File: src/rtl/fft_pkg.sv
// Shared types and fixed-point helpers for the pipelined radix-2 butterfly.
// Helpers work on a 64-bit signed carrier so they serve any data/twiddle width up to that size.
package fft_pkg;
  localparam int WIDTH_DEF    = 16;
  localparam int TW_WIDTH_DEF = 16;
  localparam int TAG_W_DEF    = 8;

  typedef enum logic {BF_DIT = 1'b0, BF_DIF = 1'b1} bf_mode_e;

  typedef struct packed {
    logic signed [WIDTH_DEF-1:0] re;
    logic signed [WIDTH_DEF-1:0] im;
  } cplx_t;

  typedef logic signed [63:0] acc_t;

  // Arithmetic right shift by sh with round-half-up (adds half an LSB of the result first).
  function automatic acc_t rnd_shr(input acc_t v, input int sh);
    return (v + (acc_t'(1) <<< (sh - 1))) >>> sh;
  endfunction

  function automatic acc_t sat_clip(input acc_t v, input int w);
    acc_t hi;
    acc_t lo;
    hi = (acc_t'(1) <<< (w - 1)) - acc_t'(1);
    lo = -(acc_t'(1) <<< (w - 1));
    if (v > hi) return hi;
    if (v < lo) return lo;
    return v;
  endfunction

  function automatic logic sat_hit(input acc_t v, input int w);
    return v != sat_clip(v, w);
  endfunction
endpackage

File: src/rtl/fft_butterfly_pipe_if.sv
// Input and output valid/ready streams of the pipelined butterfly.
interface fft_butterfly_pipe_if #(
  parameter int WIDTH    = 16,
  parameter int TW_WIDTH = 16,
  parameter int TAG_W    = 8
);
  logic                       in_valid;
  logic                       in_ready;
  logic signed [WIDTH-1:0]    in_a_re, in_a_im, in_b_re, in_b_im;
  logic signed [TW_WIDTH-1:0] in_w_re, in_w_im;
  logic                       in_dif;
  logic                       in_scale;
  logic [TAG_W-1:0]           in_tag;
  logic                       out_valid;
  logic                       out_ready;
  logic signed [WIDTH-1:0]    out_x_re, out_x_im, out_y_re, out_y_im;
  logic [TAG_W-1:0]           out_tag;

  modport master (
    output in_valid, in_a_re, in_a_im, in_b_re, in_b_im, in_w_re, in_w_im,
           in_dif, in_scale, in_tag, out_ready,
    input  in_ready, out_valid, out_x_re, out_x_im, out_y_re, out_y_im, out_tag
  );

  modport slave (
    input  in_valid, in_a_re, in_a_im, in_b_re, in_b_im, in_w_re, in_w_im,
           in_dif, in_scale, in_tag, out_ready,
    output in_ready, out_valid, out_x_re, out_x_im, out_y_re, out_y_im, out_tag
  );
endinterface

File: src/rtl/fft_butterfly_pipe_cmul.sv
// Two-stage complex multiply b*W: full products registered, then rounded back to Q1.x scale.
module bf_cmul
  import fft_pkg::*;
#(
  parameter int BW = 17,
  parameter int TW = 16,
  parameter int RW = 19
) (
  input  logic                 clk,
  input  logic                 en1_i,
  input  logic                 en2_i,
  input  logic signed [BW-1:0] b_re_i,
  input  logic signed [BW-1:0] b_im_i,
  input  logic signed [TW-1:0] w_re_i,
  input  logic signed [TW-1:0] w_im_i,
  output logic signed [RW-1:0] wb_re_o,
  output logic signed [RW-1:0] wb_im_o
);
  localparam int PW = BW + TW;
  localparam int SW = PW + 1;

  logic signed [PW-1:0] m1_q, m2_q, m3_q, m4_q;
  logic signed [SW-1:0] re_sum, im_sum;
  logic signed [RW-1:0] wb_re_q, wb_im_q;

  // stage 1: full-precision partial products
  always_ff @(posedge clk) begin
    if (en1_i) begin
      m1_q <= PW'(b_re_i) * PW'(w_re_i);
      m2_q <= PW'(b_im_i) * PW'(w_im_i);
      m3_q <= PW'(b_re_i) * PW'(w_im_i);
      m4_q <= PW'(b_im_i) * PW'(w_re_i);
    end
  end

  assign re_sum = SW'(m1_q) - SW'(m2_q);
  assign im_sum = SW'(m3_q) + SW'(m4_q);

  // stage 2: drop the twiddle fraction bits with round-half-up
  always_ff @(posedge clk) begin
    if (en2_i) begin
      wb_re_q <= RW'(rnd_shr(acc_t'(re_sum), TW - 1));
      wb_im_q <= RW'(rnd_shr(acc_t'(im_sum), TW - 1));
    end
  end

  assign wb_re_o = wb_re_q;
  assign wb_im_o = wb_im_q;
endmodule

File: src/rtl/fft_butterfly_pipe.sv
// Pipelined radix-2 DIT/DIF butterfly, 3 register stages with valid/ready backpressure.
// The multiplier operand is chosen at the input (b for DIT, a-b for DIF) so one bf_cmul serves both modes.
module fft_butterfly_pipe
  import fft_pkg::*;
#(
  parameter int WIDTH    = WIDTH_DEF,
  parameter int TW_WIDTH = TW_WIDTH_DEF,
  parameter int TAG_W    = TAG_W_DEF
) (
  input  logic                 clk,
  input  logic                 rst_n,
  fft_butterfly_pipe_if.slave  bf,
  input  logic                 ovf_clr,
  output logic                 ovf_sticky
);
  localparam int BW = WIDTH + 1;
  localparam int RW = WIDTH + 3;
  localparam int XW = WIDTH + 4;

  logic vld_p1_q, vld_p2_q, vld_p3_q;
  logic rdy1, rdy2, rdy3, ld1, ld2, ld3;

  assign rdy3        = !vld_p3_q || bf.out_ready;
  assign rdy2        = !vld_p2_q || rdy3;
  assign rdy1        = !vld_p1_q || rdy2;
  assign ld1         = rdy1 && bf.in_valid;
  assign ld2         = rdy2 && vld_p1_q;
  assign ld3         = rdy3 && vld_p2_q;
  assign bf.in_ready = rdy1;

  logic signed [BW-1:0] a_re_x, a_im_x, b_re_x, b_im_x;
  logic signed [BW-1:0] cb_re, cb_im, base_re_d, base_im_d;
  logic signed [BW-1:0] base_re_p1_q, base_im_p1_q, base_re_p2_q, base_im_p2_q;
  bf_mode_e             mode_p1_q, mode_p2_q;
  logic                 scale_p1_q, scale_p2_q;
  logic [TAG_W-1:0]     tag_p1_q, tag_p2_q;
  logic signed [RW-1:0] wb_re, wb_im;

  assign a_re_x    = BW'(bf.in_a_re);
  assign a_im_x    = BW'(bf.in_a_im);
  assign b_re_x    = BW'(bf.in_b_re);
  assign b_im_x    = BW'(bf.in_b_im);
  assign cb_re     = bf.in_dif ? (a_re_x - b_re_x) : b_re_x;
  assign cb_im     = bf.in_dif ? (a_im_x - b_im_x) : b_im_x;
  assign base_re_d = bf.in_dif ? (a_re_x + b_re_x) : a_re_x;
  assign base_im_d = bf.in_dif ? (a_im_x + b_im_x) : a_im_x;

  bf_cmul #(.BW(BW), .TW(TW_WIDTH), .RW(RW)) u_cmul (
    .clk     (clk),
    .en1_i   (ld1),
    .en2_i   (ld2),
    .b_re_i  (cb_re),
    .b_im_i  (cb_im),
    .w_re_i  (bf.in_w_re),
    .w_im_i  (bf.in_w_im),
    .wb_re_o (wb_re),
    .wb_im_o (wb_im)
  );

  // S1/S2: side-band and the additive operand travel alongside the multiplier
  always_ff @(posedge clk) begin
    if (ld1) begin
      base_re_p1_q <= base_re_d;
      base_im_p1_q <= base_im_d;
      mode_p1_q    <= bf.in_dif ? BF_DIF : BF_DIT;
      scale_p1_q   <= bf.in_scale;
      tag_p1_q     <= bf.in_tag;
    end
    if (ld2) begin
      base_re_p2_q <= base_re_p1_q;
      base_im_p2_q <= base_im_p1_q;
      mode_p2_q    <= mode_p1_q;
      scale_p2_q   <= scale_p1_q;
      tag_p2_q     <= tag_p1_q;
    end
  end

  function automatic acc_t scaled(input logic signed [XW-1:0] v, input logic sc);
    return sc ? rnd_shr(acc_t'(v), 1) : acc_t'(v);
  endfunction

  logic signed [XW-1:0] xr_w, xi_w, yr_w, yi_w;
  acc_t                 xr_s, xi_s, yr_s, yi_s;
  logic signed [WIDTH-1:0] x_re_d, x_im_d, y_re_d, y_im_d;
  logic                 ovf_hit;

  // S3 input: butterfly add/sub, optional halving, saturation
  always_comb begin
    if (mode_p2_q == BF_DIF) begin
      xr_w = XW'(base_re_p2_q);
      xi_w = XW'(base_im_p2_q);
      yr_w = XW'(wb_re);
      yi_w = XW'(wb_im);
    end else begin
      xr_w = XW'(base_re_p2_q) + XW'(wb_re);
      xi_w = XW'(base_im_p2_q) + XW'(wb_im);
      yr_w = XW'(base_re_p2_q) - XW'(wb_re);
      yi_w = XW'(base_im_p2_q) - XW'(wb_im);
    end
    xr_s    = scaled(xr_w, scale_p2_q);
    xi_s    = scaled(xi_w, scale_p2_q);
    yr_s    = scaled(yr_w, scale_p2_q);
    yi_s    = scaled(yi_w, scale_p2_q);
    x_re_d  = WIDTH'(sat_clip(xr_s, WIDTH));
    x_im_d  = WIDTH'(sat_clip(xi_s, WIDTH));
    y_re_d  = WIDTH'(sat_clip(yr_s, WIDTH));
    y_im_d  = WIDTH'(sat_clip(yi_s, WIDTH));
    ovf_hit = sat_hit(xr_s, WIDTH) || sat_hit(xi_s, WIDTH) ||
              sat_hit(yr_s, WIDTH) || sat_hit(yi_s, WIDTH);
  end

  logic signed [WIDTH-1:0] x_re_q, x_im_q, y_re_q, y_im_q;
  logic [TAG_W-1:0]        tag_q;
  logic                    ovf_q;

  always_ff @(posedge clk or negedge rst_n) begin
    if (!rst_n) begin
      vld_p1_q <= 1'b0;
      vld_p2_q <= 1'b0;
      vld_p3_q <= 1'b0;
      x_re_q   <= '0;
      x_im_q   <= '0;
      y_re_q   <= '0;
      y_im_q   <= '0;
      tag_q    <= '0;
      ovf_q    <= 1'b0;
    end else begin
      if (rdy1) vld_p1_q <= bf.in_valid;
      if (rdy2) vld_p2_q <= vld_p1_q;
      if (rdy3) vld_p3_q <= vld_p2_q;
      if (ld3) begin
        x_re_q <= x_re_d;
        x_im_q <= x_im_d;
        y_re_q <= y_re_d;
        y_im_q <= y_im_d;
        tag_q  <= tag_p2_q;
      end
      if (ld3 && ovf_hit) ovf_q <= 1'b1;
      else if (ovf_clr)   ovf_q <= 1'b0;
    end
  end

  assign bf.out_valid = vld_p3_q;
  assign bf.out_x_re  = x_re_q;
  assign bf.out_x_im  = x_im_q;
  assign bf.out_y_re  = y_re_q;
  assign bf.out_y_im  = y_im_q;
  assign bf.out_tag   = tag_q;
  assign ovf_sticky   = ovf_q;
endmodule
File: src/flat_wrapper.sv
// flat-port wrapper written by rule: the top's interface ports become plain ports
module fft_butterfly_pipe_flat import fft_pkg::*;
#(
  parameter int WIDTH    = WIDTH_DEF,
  parameter int TW_WIDTH = TW_WIDTH_DEF,
  parameter int TAG_W    = TAG_W_DEF
)
  (clk, rst_n, ovf_clr, ovf_sticky, bf_in_valid, bf_in_a_re, bf_in_a_im, bf_in_b_re, bf_in_b_im, bf_in_w_re, bf_in_w_im, bf_in_dif, bf_in_scale, bf_in_tag, bf_out_ready, bf_in_ready, bf_out_valid, bf_out_x_re, bf_out_x_im, bf_out_y_re, bf_out_y_im, bf_out_tag);
  fft_butterfly_pipe_if #(.WIDTH(WIDTH), .TW_WIDTH(TW_WIDTH), .TAG_W(TAG_W)) bf_i ();
  input  logic clk;
  input  logic rst_n;
  input  logic ovf_clr;
  output logic ovf_sticky;
  input wire logic [$bits(bf_i.in_valid)-1:0] bf_in_valid;
  input wire logic [$bits(bf_i.in_a_re)-1:0] bf_in_a_re;
  input wire logic [$bits(bf_i.in_a_im)-1:0] bf_in_a_im;
  input wire logic [$bits(bf_i.in_b_re)-1:0] bf_in_b_re;
  input wire logic [$bits(bf_i.in_b_im)-1:0] bf_in_b_im;
  input wire logic [$bits(bf_i.in_w_re)-1:0] bf_in_w_re;
  input wire logic [$bits(bf_i.in_w_im)-1:0] bf_in_w_im;
  input wire logic [$bits(bf_i.in_dif)-1:0] bf_in_dif;
  input wire logic [$bits(bf_i.in_scale)-1:0] bf_in_scale;
  input wire logic [$bits(bf_i.in_tag)-1:0] bf_in_tag;
  input wire logic [$bits(bf_i.out_ready)-1:0] bf_out_ready;
  output wire logic [$bits(bf_i.in_ready)-1:0] bf_in_ready;
  output wire logic [$bits(bf_i.out_valid)-1:0] bf_out_valid;
  output wire logic [$bits(bf_i.out_x_re)-1:0] bf_out_x_re;
  output wire logic [$bits(bf_i.out_x_im)-1:0] bf_out_x_im;
  output wire logic [$bits(bf_i.out_y_re)-1:0] bf_out_y_re;
  output wire logic [$bits(bf_i.out_y_im)-1:0] bf_out_y_im;
  output wire logic [$bits(bf_i.out_tag)-1:0] bf_out_tag;
  assign bf_i.in_valid = bf_in_valid;
  assign bf_i.in_a_re = bf_in_a_re;
  assign bf_i.in_a_im = bf_in_a_im;
  assign bf_i.in_b_re = bf_in_b_re;
  assign bf_i.in_b_im = bf_in_b_im;
  assign bf_i.in_w_re = bf_in_w_re;
  assign bf_i.in_w_im = bf_in_w_im;
  assign bf_i.in_dif = bf_in_dif;
  assign bf_i.in_scale = bf_in_scale;
  assign bf_i.in_tag = bf_in_tag;
  assign bf_i.out_ready = bf_out_ready;
  assign bf_in_ready = bf_i.in_ready;
  assign bf_out_valid = bf_i.out_valid;
  assign bf_out_x_re = bf_i.out_x_re;
  assign bf_out_x_im = bf_i.out_x_im;
  assign bf_out_y_re = bf_i.out_y_re;
  assign bf_out_y_im = bf_i.out_y_im;
  assign bf_out_tag = bf_i.out_tag;
  fft_butterfly_pipe #(.WIDTH(WIDTH), .TW_WIDTH(TW_WIDTH), .TAG_W(TAG_W)) u_core (.clk(clk), .rst_n(rst_n), .bf(bf_i), .ovf_clr(ovf_clr), .ovf_sticky(ovf_sticky));
endmodule
File: config.mk
export PLATFORM = sky130hd
export DESIGN_NAME = fft_butterfly_pipe_flat
export DESIGN_NICKNAME = d
export VERILOG_FILES = /design/src/rtl/fft_pkg.sv /design/src/rtl/fft_butterfly_pipe_if.sv /design/src/rtl/fft_butterfly_pipe_cmul.sv /design/src/rtl/fft_butterfly_pipe.sv /design/src/flat_wrapper.sv
export SDC_FILE = /design/constraint.sdc
export NUM_CORES = 2
export LEC_CHECK = 0
export BUFFER_PORTS_ARGS = -buffer_cell sky130_fd_sc_hd__buf_2
export CORE_MARGIN = 2
export CORE_UTILIZATION = 50
export DETAILED_ROUTE_END_ITERATION = 7
export PLACE_DENSITY = 0.77
export RECOVER_POWER = 100
export SYNTH_ARGS = -nofsm -noshare
export SYNTH_HDL_FRONTEND = slang
export SYNTH_SLANG_ARGS = --single-unit
File: constraint.sdc
create_clock -name clk -period 11.1 [get_ports clk]
set_input_delay 0.555 -clock clk [delete_from_list [all_inputs] [get_ports clk]]
set_output_delay 0.555 -clock clk [all_outputs]
set_load 0.02 [all_outputs]
== Word-level counts from Yosys, hierarchy flattened ==
Index checks and enable logic that the tools add are counted.

* Bits in registers: 334
* Bits of input ports: 111
* Output and inout bits: 75
* Logic and storage cells: 114

* $add $sub $neg: 16
* Multiply operators: 4
* Order comparisons: 8
* Equal/unequal tests: 4
* Multiplexer cells: 43
* Reduce and logical (&&, ||, !) cells: 14

{| class="wikitable"
|+ Operators by type and width
! cell !! count
|-
| two-way mux 64 bit || 20
|-
| > comparator 64 x 16 -> 1 bit (second input constant) || 4
|-
| < comparator 64 x 16 -> 1 bit (second input constant) || 4
|-
| != test 64 bit || 4
|-
| multiplier 17 x 16 -> 33 bit || 4
|-
| adder 20 x 2 -> 21 bit (second input constant) || 4
|-
| two-way mux 20 bit || 4
|-
| adder 34 x 16 -> 34 bit (second input constant) || 2
|-
| two-way mux 17 bit || 4
|-
| adder 17 x 19 -> 20 bit || 2
|-
| subtractor 17 x 19 -> 20 bit || 2
|-
| adder 16 x 16 -> 17 bit || 2
|-
| adder 33 x 33 -> 34 bit || 1
|-
| subtractor 16 x 16 -> 17 bit || 2
|-
| subtractor 33 x 33 -> 34 bit || 1
|-
| two-way mux 1 bit || 15
|-
| logical OR 1 bit || 6
|-
| logical AND 1 bit || 4
|-
| zero test 1 bit || 3
|-
| nonzero test 2 bit || 1
|}

== Logic depth before layout (Yosys ltp) ==
* Depth after elaboration: 15
* Mapped depth: 42
* Depth with buffers taken out: 41

== Cells and area by module ==
From an unflattened synthesis, not the netlist that was laid out.

* Cells, all modules: 7390
* Area, all modules: 66984.2 um^2

{| class="wikitable"
|+ Modules (own cells, without submodules)
! module !! times used !! cells an instance !! area each (um^2) !! sequential area each (um^2)
|-
| bf_cmul || 1 || 5224 || 49700.2 || 5104.9
|-
| fft_butterfly_pipe || 1 || 2166 || 17284.1 || 4544.4
|}

== Worst setup path before layout ==
Ideal clock, no wire load.

* Path type: input to register
* From: input port bf_in_b_re[1]
* To: register u_core.u_cmul.m1_q[30], data pin
* Library setup time: 0.258 ns
* Arrival time: 8.727 ns
* Required time: 10.842 ns
* Setup slack: 2.115 ns
* Cell stages on the path: 37
* Path buffers: 1
* Path through: inv_1 ha_1 nor2b_1 o21ai_0 a21boi_0 o21ai_0 a21boi_0 o21ai_0 a21boi_0 o21ai_0 a21boi_0 o211ai_1 nand2_1 o311ai_0 clkbuf_1 nand2_1 fa_1 fa_1 fa_1 inv_1 fa_1 fa_1 inv_1 fa_1 inv_1 ha_1 a21o_1 a21o_1 a21oi_1 nor2_1 nor2_1 a311o_1 a41oi_1 o31a_1 o21a_1 nor2_1 xnor2_1

* Word-level cells in the longest chain between the ends: 3

{| class="wikitable"
|+ Ends and longest elaborated chain
! element !! line !! text
|-
| start, declared || flat_wrapper.sv:17 || <nowiki>input wire logic [$bits(bf_i.in_b_re)-1:0] bf_in_b_re;</nowiki>
|-
| subtractor 16 x 16 -> 17 bit || fft_butterfly_pipe.sv:43 || <nowiki>assign cb_re = bf.in_dif ? (a_re_x - b_re_x) : b_re_x;</nowiki>
|-
| two-way mux 17 bit * || fft_butterfly_pipe.sv:43 ||
|-
| multiplier 17 x 16 -> 33 bit * || fft_butterfly_pipe_cmul.sv:29 || <nowiki>m1_q <= PW'(b_re_i) * PW'(w_re_i);</nowiki>
|-
| end signal, assigned || fft_butterfly_pipe_cmul.sv:29 ||
|-
| end, declared || fft_butterfly_pipe_cmul.sv:22 || <nowiki>logic signed [PW-1:0] m1_q, m2_q, m3_q, m4_q;</nowiki>
|}

Mark *: on every way between the ends. The rest lies on a longest branch, timed or not.
A chain may end at the register's enable or synchronous reset.

== Worst setup path after layout ==
* From: input port bf_in_b_re[1]
* To: register u_core.u_cmul.m3_q[32], data pin

* Word-level cells in the longest chain between the ends: 3

{| class="wikitable"
|+ Ends and longest elaborated chain
! element !! line !! text
|-
| subtractor 16 x 16 -> 17 bit || fft_butterfly_pipe.sv:43 ||
|-
| two-way mux 17 bit * || fft_butterfly_pipe.sv:43 ||
|-
| multiplier 17 x 16 -> 33 bit * || fft_butterfly_pipe_cmul.sv:31 || <nowiki>m3_q <= PW'(b_re_i) * PW'(w_im_i);</nowiki>
|-
| end signal, assigned || fft_butterfly_pipe_cmul.sv:31 ||
|-
| end, declared || fft_butterfly_pipe_cmul.sv:22 ||
|}

Marked as above.

==> metrics <==
crit path from bf_in_b_re[1]; FMAX between 90 and 100 MHz; Crit path largest cell delay 0.59 ns; Worst path slowest cell fa_1; Slew Limit Fails about 610; FF-to-FF Start u_core.mode_p2_q; CP startpoint kind primary input; I/O pin count approximately 190; later-pin clock latency in the skew report 0.65 ns; Seq cells post-synth roughly 330; wire per inst 19.9 microns; DRT antenna net count 0; Clock Tree Root clkbuf_16; CTS Sinks about 330; Area Overhead vs Synth 5.80%; CTS Buffer Depth 3; Hold/Removal Path Class primary input to register; Synth area leader fa_1; post-synth cell types approximately 120; post-synthesis sequential area ratio 14.4%; CTS tree built; die area 0.137 sq mm; maxcap violations 10; Post-synth top flop edfxtp_1; crit-path max FO 32; Detailed Route WL 182 mm; share of layout cells above drive strength 1 under 10%; Req. time, crit path roughly 11 ns; Worst-Margin Slew 4.13 ns; Clk pin slew, worst setup/hold paths ~0.060 ns; Netlist Area Pre-Place around 0.067 sq mm; Gates resized, CTS repair 0; Yosys top cell area share roughly 33%; grt ovf 0; critical path's most frequent cell fa_1; initial drt markers between 3000 and 4000; routability cong. between 0.9 and 1; yosys warns 0; antenna violations before repair 28; Syn Area/Cell about 9.1 sq um; Crit Path Class primary input to register; fin crit share 92.5%; die height 370 microns; vias between 50000 and 60000; EDFF count, synth between 200 and 300; final setup fails 0; total global-route track usage approximately 27%; Rows about 130; min cycle time layout between 10 and 15 ns; nets 9162; R2R depth 15; failing checks max-capacitance violations, max-slew violations; post-DR vias/cell roughly 5.6; number of buffers created by CTS 44; largest net degree at the start of global routing 133; skew final between 0.04 and 0.05 ns; # fillers 11800; outcome finished with violations; FFs w/ async S/R, synth a little under a quarter; setup TNS 0 ns; global-route wire length before repair between 200 and 300 mm; relative slew slack -175%; Die W ~370 microns; Pre-antenna DRT Iters 6; core area ~0.13 sq mm; htree depth 2; Setup crit end kind register; Port Buffers around 190; hold depth 1; final hold vios 0; DR DRC count 0; postcts setup bufs 0; HP Start bf_in_tag[2]; dpl hpwl ~140 mm; Hold-fix buffers, CTS 1; syn_nets slightly above 9000; crit path DAT 10.65 ns; top cells by area, synth fa_1, edfxtp_1, ha_1, inv_1, and2_1; vias in the first global route 54900; RSZ-0062 raised after global routing false; Cells after Synth between 7000 and 8000; Initial Util between 50% and 60%
[worst paths after layout]
check	end	slack [ns]
worst max-delay path	u_core.u_cmul.m3_q[32]	0.83
worst min-delay path	u_core.tag_p1_q[2]	0.12
max in group asynchronous	u_core.bf.out_tag[1]	6.93
worst max register to register	u_core.bf.out_x_im[2]	1.44
min in group asynchronous	u_core.bf.out_x_re[4]	0.44
worst min register to register	u_core.base_re_p2_q[15]	0.42
[flip-flops by register name (all words and copies together) (netlist names), 8 cells and up]
register,count
u_core.u_cmul.wb_re_o,19
u_core.tag_p2_q,8
u_core.u_cmul.m4_q,33
u_core.u_cmul.wb_im_o,19
u_core.bf.out_y_re,16
u_core.bf.out_tag,8
u_core.base_im_p1_q,17
u_core.bf.out_x_re,16
u_core.u_cmul.m3_q,33
u_core.bf.out_y_im,16
u_core.u_cmul.m1_q,33
u_core.tag_p1_q,8
u_core.base_re_p2_q,17
u_core.base_im_p2_q,17
u_core.bf.out_x_im,16
u_core.u_cmul.m2_q,33
u_core.base_re_p1_q,17
[metal layers]
layer  vias up  GRT usage (%)  routed length (microns)
met5         -              0                      226
met4        32           15.2                    12000
met3       556           5.13                    14800
met2      2064           45.7                    85800
met1     25700           33.3                    69000
li1      23200              -                        -
[final cells by class]
cell class / instances / area [sq um] / area share (%)
Timing Repair Buffer: 266 / 1380 / 1.96
Clock buffer: 57 / 1210 / 1.71
Sequential cell: 334 / 9650 / 13.6
Antenna cell: 8 / 20.0 / 0.0283
Clock inverter: 25 / 314 / 0.444
Inverter: 1534 / 5760 / 8.14
Multi-Input combinational cell: 5153 / 50200 / 70.9
Tap cell: 1768 / 2210 / 3.13
[cells in the final DEF (no fill, tap or decap), types with 42 or more instances in the layout]
cell type and n:
nor3_1 81, and2_1 537, a31oi_1 46, a21oi_1 278
a21o_1 76, ha_1 606, nand2_1 747, nand3_1 92
xnor2_1 174, xor2_1 45, nor2b_1 50, buf_2 103
clkbuf_16 44, edfxtp_1 258, clkbuf_1 102, o21ai_0 187
o211ai_1 42, o21a_1 44, fa_1 1112, buf_4 66
nand2b_1 58, inv_1 1531, dfrtp_1 76, nor2_1 307
[kinds of logic after synthesis]
logic type | after synthesis | synth area share (%)
buffers and inverters | 1862 | 10.7
adders and majority gates | 1718 | 44.7
AOI/OAI and AO/OA | 1056 | 10.7
muxes | 41 | 0.640
and+or+nand+nor | 2119 | 16.0
DFF | 334 | 14.4
xor gates and xnor gates | 219 | 2.87
[synth_stat cells (76+ instances only)]
cell,n
a21oi_1,278
and2_1,563
dfrtp_1,76
o21ai_0,179
nor2_1,308
fa_1,1112
clkbuf_1,260
ha_1,606
xnor2_1,174
nand2_1,748
nand3_1,92
inv_1,1532
nor3_1,81
edfxtp_1,258
a21o_1,76
[worst max-delay path, delay by kind of cell]
kind	cells	cell delay [ns]
and+or+nand+nor	5	0.67
AOI/OAI and AO/OA	18	4.56
xor gates and xnor gates	1	0.09
buffers and inverters	6	0.98
adders and majority gates	8	3.77
[stage by stage]
stage                     cell area [sq um]  hold slack [ns]  utilization [%]  instances  setup slack [ns]
final                                 70700            0.117             53.1       9145             0.834
after global routing                  70700            0.100             53.1       9143             0.165
after CTS                             70900           0.0925             53.3       9137              1.03
after detailed placement              69400            0.394             52.1       9054             0.421
after global placement                69400            0.387             52.1       9054             0.697
after floorplan                       66800            0.259                -       7349              2.12
Power is left out: the tool's default activity adds up to more than one toggle a clock period on the data nets, which glitch-free logic cannot reach.
